===== config.mk =====
export PLATFORM = sky130hd
export DESIGN_NAME = x2c_fifo_rd_gbx
export DESIGN_NICKNAME = d
export VERILOG_FILES = /design/src/rtl/x2c_gbx_pkg.sv /design/src/rtl/x2c_gbx_lane_mux.sv /design/src/rtl/x2c_fifo_rd_gbx.sv
export SDC_FILE = /design/constraint.sdc
export NUM_CORES = 1
export LEC_CHECK = 0
export ABC_AREA = 1
export CORE_UTILIZATION = 25
export CTS_BUF_LIST = sky130_fd_sc_hd__clkbuf_4 sky130_fd_sc_hd__clkbuf_8
export DETAILED_ROUTE_END_ITERATION = 10
export HOLD_SLACK_MARGIN = 0.15
export PLACE_DENSITY_LB_ADDON = 0.2
export RECOVER_POWER = 25
export SLEW_MARGIN = 20
export SYNTH_ARGS = -nofsm -noshare
export SYNTH_HDL_FRONTEND = slang
export SYNTH_SLANG_ARGS = --single-unit

===== constraint.sdc =====
create_clock -name clk -period 1.6 [get_ports clk]
set_clock_uncertainty 0.2 [all_clocks]
set_input_delay 0.24 -clock clk [delete_from_list [all_inputs] [get_ports clk]]
set_output_delay 0.24 -clock clk [all_outputs]
set_load 0.01 [all_outputs]

===== src/rtl/x2c_gbx_pkg.sv =====
// Shared constants for the x2c FIFO read gearbox: FSM encoding, descriptor
// field positions and datapath widths.
package x2c_gbx_pkg;

    localparam int BEAT_W  = 64;
    localparam int WORD_W  = 256;
    localparam int LANES   = 4;

    localparam int LEN_LSB = 0;
    localparam int LEN_MSB = 15;

    localparam logic [2:0] ST_IDLE = 3'd0;
    localparam logic [2:0] ST_HDR  = 3'd1;
    localparam logic [2:0] ST_SFW  = 3'd2;
    localparam logic [2:0] ST_RDW  = 3'd3;
    localparam logic [2:0] ST_LOAD = 3'd4;
    localparam logic [2:0] ST_SEND = 3'd5;

    // Number of 256-bit payload words carrying len bytes.
    function automatic logic [15:0] words_for_len(input logic [15:0] len);
        logic [16:0] sum;
        sum = {1'b0, len} + 17'd31;
        return {4'd0, sum[16:5]};
    endfunction

endpackage


===== src/rtl/x2c_gbx_lane_mux.sv =====
// Holding register for one FIFO word, 4:1 beat select and sop/eop/mod
// framing derived from the byte count still to be sent.
module x2c_gbx_lane_mux
    import x2c_gbx_pkg::*;
(
    input  logic                clk,
    input  logic                reset_,
    input  logic                load,
    input  logic [WORD_W-1:0]   word_in,
    input  logic [1:0]          lane,
    input  logic                valid,
    input  logic                first,
    input  logic [15:0]         bytes_left,
    output logic [BEAT_W-1:0]   data,
    output logic                sop,
    output logic                eop,
    output logic [2:0]          mod
);

    logic [WORD_W-1:0] hold_q;
    logic [WORD_W-1:0] hold_d;
    logic [BEAT_W-1:0] lane_data [LANES];
    logic              last_beat;

    always_comb begin
        hold_d = load ? word_in : hold_q;
    end

    always_ff @(posedge clk or negedge reset_) begin
        if (!reset_) begin
            hold_q <= '0;
        end else begin
            hold_q <= hold_d;
        end
    end

    genvar gi;
    generate
        for (gi = 0; gi < LANES; gi++) begin : g_lane
            assign lane_data[gi] = hold_q[gi*BEAT_W +: BEAT_W];
        end
    endgenerate

    // A count of exactly 8 yields mod 0, which downstream reads as a full beat.
    always_comb begin
        data      = lane_data[lane];
        last_beat = (bytes_left <= 16'd8);
        sop       = valid & first;
        eop       = valid & last_beat;
        mod       = (valid & last_beat) ? bytes_left[2:0] : 3'd0;
    end

endmodule


===== src/rtl/x2c_fifo_rd_gbx.sv =====
// Drains descriptor + payload words from the x2c data FIFO and emits framed
// 64-bit beats. Define X2C_GBX_STORE_FWD_EN to wait for a whole packet first.
module x2c_fifo_rd_gbx
    import x2c_gbx_pkg::*;
#(
    parameter logic [15:0] MAX_LEN = 16'd9600,
    parameter int          PTR     = 10
)
(
    input  logic                clk,
    input  logic                reset_,
    output logic                fifo_rdreq,
    input  logic [WORD_W-1:0]   fifo_q,
    input  logic                fifo_empty,
    input  logic [PTR:0]        fifo_usedw,
    output logic [BEAT_W-1:0]   tx_data,
    output logic                tx_valid,
    input  logic                tx_ready,
    output logic                tx_sop,
    output logic                tx_eop,
    output logic [2:0]          tx_mod,
    output logic                err_len,
    output logic [31:0]         pkt_cnt
);

    logic [2:0]  state_q, state_d;
    logic [15:0] words_left_q, words_left_d;
    logic [15:0] bytes_left_q, bytes_left_d;
    logic [1:0]  lane_q, lane_d;
    logic        first_q, first_d;
    logic        err_len_q, err_len_d;
    logic [31:0] pkt_cnt_q, pkt_cnt_d;
    logic        run_q;
    logic        load;
    logic [15:0] desc_len;

    assign desc_len = fifo_q[LEN_MSB:LEN_LSB];
    assign tx_valid = (state_q == ST_SEND);
    assign err_len  = err_len_q;
    assign pkt_cnt  = pkt_cnt_q;

`ifdef X2C_GBX_STORE_FWD_EN
    logic [31:0] usedw_ext;
    assign usedw_ext = 32'(fifo_usedw);
`else
    logic unused_usedw;
    assign unused_usedw = ^fifo_usedw;
`endif

    always_comb begin
        state_d      = state_q;
        words_left_d = words_left_q;
        bytes_left_d = bytes_left_q;
        lane_d       = lane_q;
        first_d      = first_q;
        pkt_cnt_d    = pkt_cnt_q;
        err_len_d    = 1'b0;
        fifo_rdreq   = 1'b0;
        load         = 1'b0;
        case (state_q)
            ST_IDLE: begin
                // run_q keeps the read side quiet during the cycle reset releases.
                if (run_q && !fifo_empty) begin
                    fifo_rdreq = 1'b1;
                    state_d    = ST_HDR;
                end
            end
            ST_HDR: begin
                if (desc_len == 16'd0 || desc_len > MAX_LEN) begin
                    err_len_d = 1'b1;
                    state_d   = ST_IDLE;
                end else begin
                    words_left_d = words_for_len(desc_len);
                    bytes_left_d = desc_len;
                    first_d      = 1'b1;
`ifdef X2C_GBX_STORE_FWD_EN
                    state_d      = ST_SFW;
`else
                    state_d      = ST_RDW;
`endif
                end
            end
`ifdef X2C_GBX_STORE_FWD_EN
            ST_SFW: begin
                if (usedw_ext >= 32'(words_left_q)) begin
                    state_d = ST_RDW;
                end
            end
`endif
            ST_RDW: begin
                if (!fifo_empty) begin
                    fifo_rdreq = 1'b1;
                    state_d    = ST_LOAD;
                end
            end
            ST_LOAD: begin
                load         = 1'b1;
                words_left_d = words_left_q - 16'd1;
                lane_d       = 2'd0;
                state_d      = ST_SEND;
            end
            ST_SEND: begin
                if (tx_ready) begin
                    bytes_left_d = (bytes_left_q > 16'd8) ? (bytes_left_q - 16'd8) : 16'd0;
                    lane_d       = lane_q + 2'd1;
                    first_d      = 1'b0;
                    if (tx_eop) begin
                        pkt_cnt_d = pkt_cnt_q + 32'd1;
                        state_d   = ST_IDLE;
                    end else if (lane_q == 2'd3) begin
                        // Fetch the next word while the last lane leaves.
                        if (!fifo_empty) begin
                            fifo_rdreq = 1'b1;
                            state_d    = ST_LOAD;
                        end else begin
                            state_d    = ST_RDW;
                        end
                    end
                end
            end
            default: state_d = ST_IDLE;
        endcase
    end

    always_ff @(posedge clk or negedge reset_) begin
        if (!reset_) begin
            state_q      <= ST_IDLE;
            words_left_q <= '0;
            bytes_left_q <= '0;
            lane_q       <= '0;
            first_q      <= 1'b0;
            err_len_q    <= 1'b0;
            pkt_cnt_q    <= '0;
            run_q        <= 1'b0;
        end else begin
            state_q      <= state_d;
            words_left_q <= words_left_d;
            bytes_left_q <= bytes_left_d;
            lane_q       <= lane_d;
            first_q      <= first_d;
            err_len_q    <= err_len_d;
            pkt_cnt_q    <= pkt_cnt_d;
            run_q        <= 1'b1;
        end
    end

    x2c_gbx_lane_mux u_lane_mux (
        .clk        (clk),
        .reset_     (reset_),
        .load       (load),
        .word_in    (fifo_q),
        .lane       (lane_q),
        .valid      (tx_valid),
        .first      (first_q),
        .bytes_left (bytes_left_q),
        .data       (tx_data),
        .sop        (tx_sop),
        .eop        (tx_eop),
        .mod        (tx_mod)
    );

endmodule


==> results.yml, run 1 <==
outcome:
  status: "complete, but fails checks"
  violations: "negative setup slack"
min_path:
  hp-class: "in -> reg"
  min-delay-start: "fifo_q[11]"
clock_tree:
  clkSlewWorstSetupHoldPaths_ps: 60
  clk_latency_ps: 690
  cts_buffer_depth: 3
  htreeDepth: 2
  cts_sinks: 312
  clockRootBuffer: "clkbuf_8"
  tritoncts: "yes"
  numCtsBuffers: 59
sta:
  slew_violations: 0
  setup_viol: 691
  period_minus_slack_ps: 2540
  final.period_utilization_pct: 159
  hold_viol: 0
  setup_slack_ps: -943
  tightest_slew_ps: 672
  slew_headroom_pct: 55.2
  tns_ps: -209300
  rsz0062_at_grt: "yes"
  fmax_mhz: 393
critical_path:
  crit_path_start: "lane_q[0]"
  slowest_delay_ps: 520
  crit_slowest_cell: "dfrtp_4"
  crit_chain: "buf_12 -> buf_16 -> buf_16 -> nor2_1 -> o22ai_2 -> buf_2"
  path_class: "reg -> out"
  crit_fanout: 6
  timing.rr.start: "bytes_left_q[8]"
  required_ps: 1160
  endpoint_kind: "primary output"
  path_common_cell: "buf_16"
  startpoint_type: "flip-flop"
  reg2reg_slack_ps: -470
  cp_data_arrival_time_ps: 2100
placed_design:
  place_congestion: 0.833
  portBuffers: 363
  dp_hpwl_microns: 37100
yosys:
  ys.warnings.count: 0
  synth.net_count: 1746
  syn_area_sq_um: 14900
  ys_seq_area_share_pct: 52.6
  syn_avg_cell_area_sq_um: 10.1
  ys_seq_elements: 312
  synth-edff-count: 0
  synthArstFlopShare_pct: 100
  synth.distinct_cells: 29
  synthFlopType: "dfrtp_1"
  netlist_instances: 1472
routing:
  vias: 14500
  drt_pass1_iterations: 5
  drc: 0
  avgViaCountPerCell: 4.49
  initialDrtViolationCount: 578
  ant_nets: 0
  wl_per_cell_microns: 18.5
  wl_microns: 59900
finish:
  final_cell_mix: "dfrtp_1, clkdlybuf4s50_1, dlygate4sd3_1"
  drive_gt1_share_pct: 46.0
  layout_commonest_cell: "dfrtp_1"
  final_nets: 2701
  syn2layout_area_growth_pct: 95.0
power:
  power_leakage_nw: 12.6
  power_density_nw_per_um2: 1720
  total_power_mw: 50.0
  ir_worst_vdd_mv: 0.765
global_route:
  grt_start_max_net_pins: 75
  grt_pass1_wl_microns: 89000
  antenna_found_initial: 2
  gr-usage-all-layers_pct: 19.0
  grt_pass1_vias: 15600
  grt_overflow_total: 0
die:
  die_h_microns: 246
  num_rows: 88
  initial_utilization_pct: 25.5
  ios: 375
  die_area_sq_um: 60400
  fp.coreArea_sq_um: 58200
  die_width_microns: 246
flow_run:
  maxCapViolCount: 0
==> metrics by stage <==
step	util [%]	hold slack [ps]	area, sq um	cells	setup slack [ps]
floorplan	-	-256	15400	1472	-45.7
global placement	36.9	-106	21500	2727	-678
detailed placement	36.9	-104	21500	2727	-692
CTS	47.7	156	27800	3208	-981
global route	49.7	175	29000	3241	-1030
finish	49.7	197	29000	3241	-943
==> timing repair <==
action	4_1_cts	5_1_grt
gates cloned	27	21
endpoints found under the setup margin	390	415
hold buffers	253	0
pin swaps	90	69
buffers inserted	109	26
endpoints found under the hold margin	566	0
resized for setup	891	206
==> per-layer routing <==
metal	track usage, %	part of all wire (%)
met3	3.23	4.3
met2	32.2	49
met1	24.7	44
met5	0	0
met4	5.52	2.1
==> worst max-delay path, delay by kind of cell (launching register included) <==
family / cells / cell delay [ps]
buffers and inverters: 4 / 620
and+or+nand+nor: 1 / 180
DFF: 1 / 520
AOI/OAI and AO/OA: 1 / 110
==> registers in the layout (all words and copies together), names as in the netlist <==
name / flops
bytes_left_q: 16
err_len: 1
state_q: 3
pkt_cnt: 32
run_q: 1
first_q: 1
u_lane_mux.hold_q: 256
lane_q: 2
==> area by class of cell <==
type,count,area (sq um)
diodes,2,5.00
clock buffers,91,1150
clock inverters,17,164
fillers,5201,29300
inverters,65,284
multi-input cells,1015,8080
flip-flops and latches,312,7820
well taps,765,957
repair buffers,972,10500
repair inverters,2,25.0
==> synthesized netlist by cell type, types with 6 or more instances <==
cell      instances  area (sq um)
dfrtp_1         312          7810
mux2_2          243          2740
nand2_1         236           886
nor2_1          196           736
o21ai_0         159           796
o22ai_1          71           444
inv_1            62           233
clkbuf_1         40           150
nand3_1          35           175
buf_2            25           125
xor2_1           21           184
buf_6            12           135
xnor2_1          10          87.6
nor3_1            9          45.0
nand3b_1          6          45.0
==> path summary, 6_finish.rpt <==
path | to | cells after the start
min in group asynchronous | pkt_cnt[23] | 4
hold reg to reg | bytes_left_q[2] | 2
hold / removal | u_lane_mux.hold_q[11] | 4
setup reg to reg | pkt_cnt[28] | 12
setup / recovery | tx_data[25] | 6
max in group asynchronous | lane_q[0] | 5
==> where the power goes <==
group / internal [mW] / switching, mW / total (mW)
sequential: 11.6 / 2.66 / 14.3
clock: 4.92 / 3.73 / 8.65
combinational: 15.1 / 12.0 / 27.1
==> logic make-up after synthesis <==
logic type | count (synthesis) | synth area share, %
adder cells (fa/ha/maj) | 3 | 0.253
AND/OR/NAND/NOR | 499 | 13.7
flip-flops | 312 | 52.6
AO/OA/AOI/OAI | 237 | 8.63
XOR/XNOR | 31 | 1.83
buffers and inverters | 146 | 4.61
other | 1 | 0.0252
multiplexers | 243 | 18.4
No activity file was read; power rests on OpenSTA's default activity.
==> inputs of run 2 (changes only) <==
Settings changed: ABC_CLOCK_PERIOD_IN_PS set to 2100.
Clock period 1.6 ns to 2.1 ns, I/O delays scaled along.
==> run 2 against run 1 <==
Net effect: the flow still finishes with violations (negative setup slack); sequential share of layout area up 4.5 points; cell count fell by 6.6%; count of clock-buffer cells in the layout increased by 1; wire length is 8.5% lower; combinational power decreased by 44%; non-clock buffer count decreased by 212; clock power shrank 27%; first-iteration DRC count grew 2.2%; critical endpoint is now tx_data[18]; highest routed layer unchanged.
==> results.yml, run 2 (synthesized netlist as in run 1, its figures left out) <==
critical_path:
  critPathTopFamily: "buffers and inverters"
  slowest_delay_ps: 560
  crit_slowest_cell: "dfrtp_4"
  regToRegEndpoint: "pkt_cnt[26]"
  endpoint_kind: "primary output"
  timing.rr.start: "bytes_left_q[0]"
  path_class: "reg -> out"
  cp_data_arrival_time_ps: 2060
  crit_fanout: 8
  required_ps: 1580
  crit_chain: "clkinv_8 -> buf_12 -> buf_12 -> nor2_1 -> o22ai_1 -> buf_2"
  reg2reg_slack_ps: 50
  ff2ff_path_depth: 12
  crit_buf_inv: 4
  startpoint_type: "flip-flop"
  path_common_cell: "buf_12"
placed_design:
  place_congestion: 0.903
  dpl_cell_area_sq_um: 20200
  portBuffers: 363
  dp_hpwl_microns: 36500
min_path:
  hp-class: "in -> reg"
  hold_depth: 3
  whs_endpoint: "u_lane_mux.hold_q[8]"
  min-delay-start: "fifo_q[8]"
power:
  p_int_mw: 20.3
  ir_worst_vdd_mv: 0.742
  combinationalPowerShare_pct: 47.4
  power_leakage_nw: 11.0
  power_density_nw_per_um2: 1290
  power.share.clock_pct: 19.8
  p_sw_mw: 11.8
  seqPwrFrac_pct: 32.8
  switching_share_pct: 36.8
finish:
  fillCellCount: 5641
  seqCellArea_sq_um: 7830
  layout_commonest_cell: "dfrtp_1"
  final_area_sq_um: 24900
  largest_reg_flops: 256
  utilization_pct: 42.7
  syn2layout_area_growth_pct: 67.4
  drive_gt1_share_pct: 32.4
  multi_input_area_sq_um: 6960
  final_cell_mix: "dfrtp_1, clkdlybuf4s50_1, mux2_2, dlygate4sd3_1, nand2_1"
  final_nets: 2489
  top_register: "u_lane_mux.hold_q"
sta:
  whs_ps: 202
  rsz0062_at_grt: "yes"
  setup_viol: 133
  slew_headroom_pct: 35.2
  hold_viol: 0
  fmax_mhz: 388
  final.period_utilization_pct: 123
  period_minus_slack_ps: 2570
  setup_slack_ps: -474
  slew_violations: 0
  tightest_slew_ps: 973
flow_run:
  maxCapViolCount: 0
routing:
  avgViaCountPerCell: 4.45
  ant_nets: 0
  initialDrtViolationCount: 591
  drt_pass1_iterations: 5
  vias: 13500
  wl_microns: 54800
  drc: 0
  wl_per_cell_microns: 18.1
die:
  die_area_sq_um: 60400
  ios: 375
  initial_utilization_pct: 25.5
  fp.coreArea_sq_um: 58200
  die_h_microns: 246
  die_width_microns: 246
  num_rows: 88
clock_tree:
  htreeDepth: 2
  tritoncts: "yes"
  cts_buffer_depth: 3
  clockRootBuffer: "clkbuf_8"
  cts_sinks: 312
  numCtsBuffers: 59
  clkSlewWorstSetupHoldPaths_ps: 60
  clk_latency_ps: 660
outcome:
  violations: "negative setup slack"
  status: "complete, but fails checks"
global_route:
  grt_overflow_total: 0
  grt_pass1_wl_microns: 81700
  grt_start_max_net_pins: 58
  antenna_found_initial: 7
  gr-usage-all-layers_pct: 17.4
  grt_pass1_vias: 14200
run 2: power groups by stage:
stage | Sequential, mW | Clock (mW) | Combinational (mW)
3_5_place_dp | 10.3 | 0 | 13.9
3_3_place_gp | 10.2 | 0 | 13.8
6_report | 10.5 | 6.34 | 15.2
4_1_cts | 10.3 | 6.59 | 14.5
5_1_grt | 10.9 | 6.85 | 16.4
2_1_floorplan | 9.85 | 0 | 7.84
run 2: area by class of cell:
cell class,instances,share of cell area (%)
antenna,7,0.0705
clock buffer,92,4.74
clock inverter,10,0.307
inverter,65,1.11
multi-input combinational,1014,28.0
sequential,312,31.5
tap,765,3.85
timing repair buffer,760,30.2
timing repair inverter,3,0.176
run 2: what timing repair did:
| action | in CTS | in global routing |
|---|---|---|
| hold buffers | 244 | 0 |
| hold endpoints to repair | 553 | 0 |
| gates cloned | 6 | 8 |
| gates resized for setup | 401 | 251 |
| pin swaps | 18 | 37 |
| buffers inserted | 13 | 15 |
| endpoints found under the setup margin | 104 | 111 |
run 2: worst reg2reg max path, cell delays in order, from the launching register on:
cell and delay, ps:
dfrtp_1 380, inv_1 110, nand3_1 170, nand2_2 140, nand4_4 120, buf_6 140, buf_6 120, nor2_4 120
buf_12 140, buf_12 140, clkinv_8 90, nand2_2 60, nand2_1 40
run 2: how the worst max path moves through the flow:
stage                         start           to  slack, ps  cells after the start
after floorplan           lane_q[0]  tx_data[35]        200                      6
final                     lane_q[0]  tx_data[18]       -470                      6
after CTS                 lane_q[0]  tx_data[22]       -610                      5
after detailed placement  lane_q[0]   tx_data[9]       -210                      5
after global routing      lane_q[0]  tx_data[20]       -590                      5
after global placement     tx_ready   fifo_rdreq       -250                      6
run 2: per-stage QoR:
step | cells | setup slack [ps] | TNS, ps | power [mW]
4_1_cts | 3003 | -605 | -34480 | 31.4
2_1_floorplan | 1472 | 199 | 0 | 17.7
3_3_place_gp | 2638 | -245 | -11860 | 24.0
6_report | 3028 | -474 | -31450 | 32.1
3_5_place_dp | 2638 | -213 | -12420 | 24.2
5_1_grt | 3028 | -593 | -47630 | 34.2
run 2: layer usage:
layer / GRT usage [%] / share of wire, % / routed length (microns)
met2: 28.7 / 48 / 26400
met3: 2.86 / 4.2 / 2290
met4: 6.39 / 2.7 / 1490
met1: 22.8 / 45 / 24600
met5: 0 / 0 / 0
==> inputs of run 3 (changes only) <==
Settings changed: CTS_CLUSTER_SIZE set to 14.
==> results of run 3 <==
No change in the layout: final DEF, timing and power equal those of run 2.
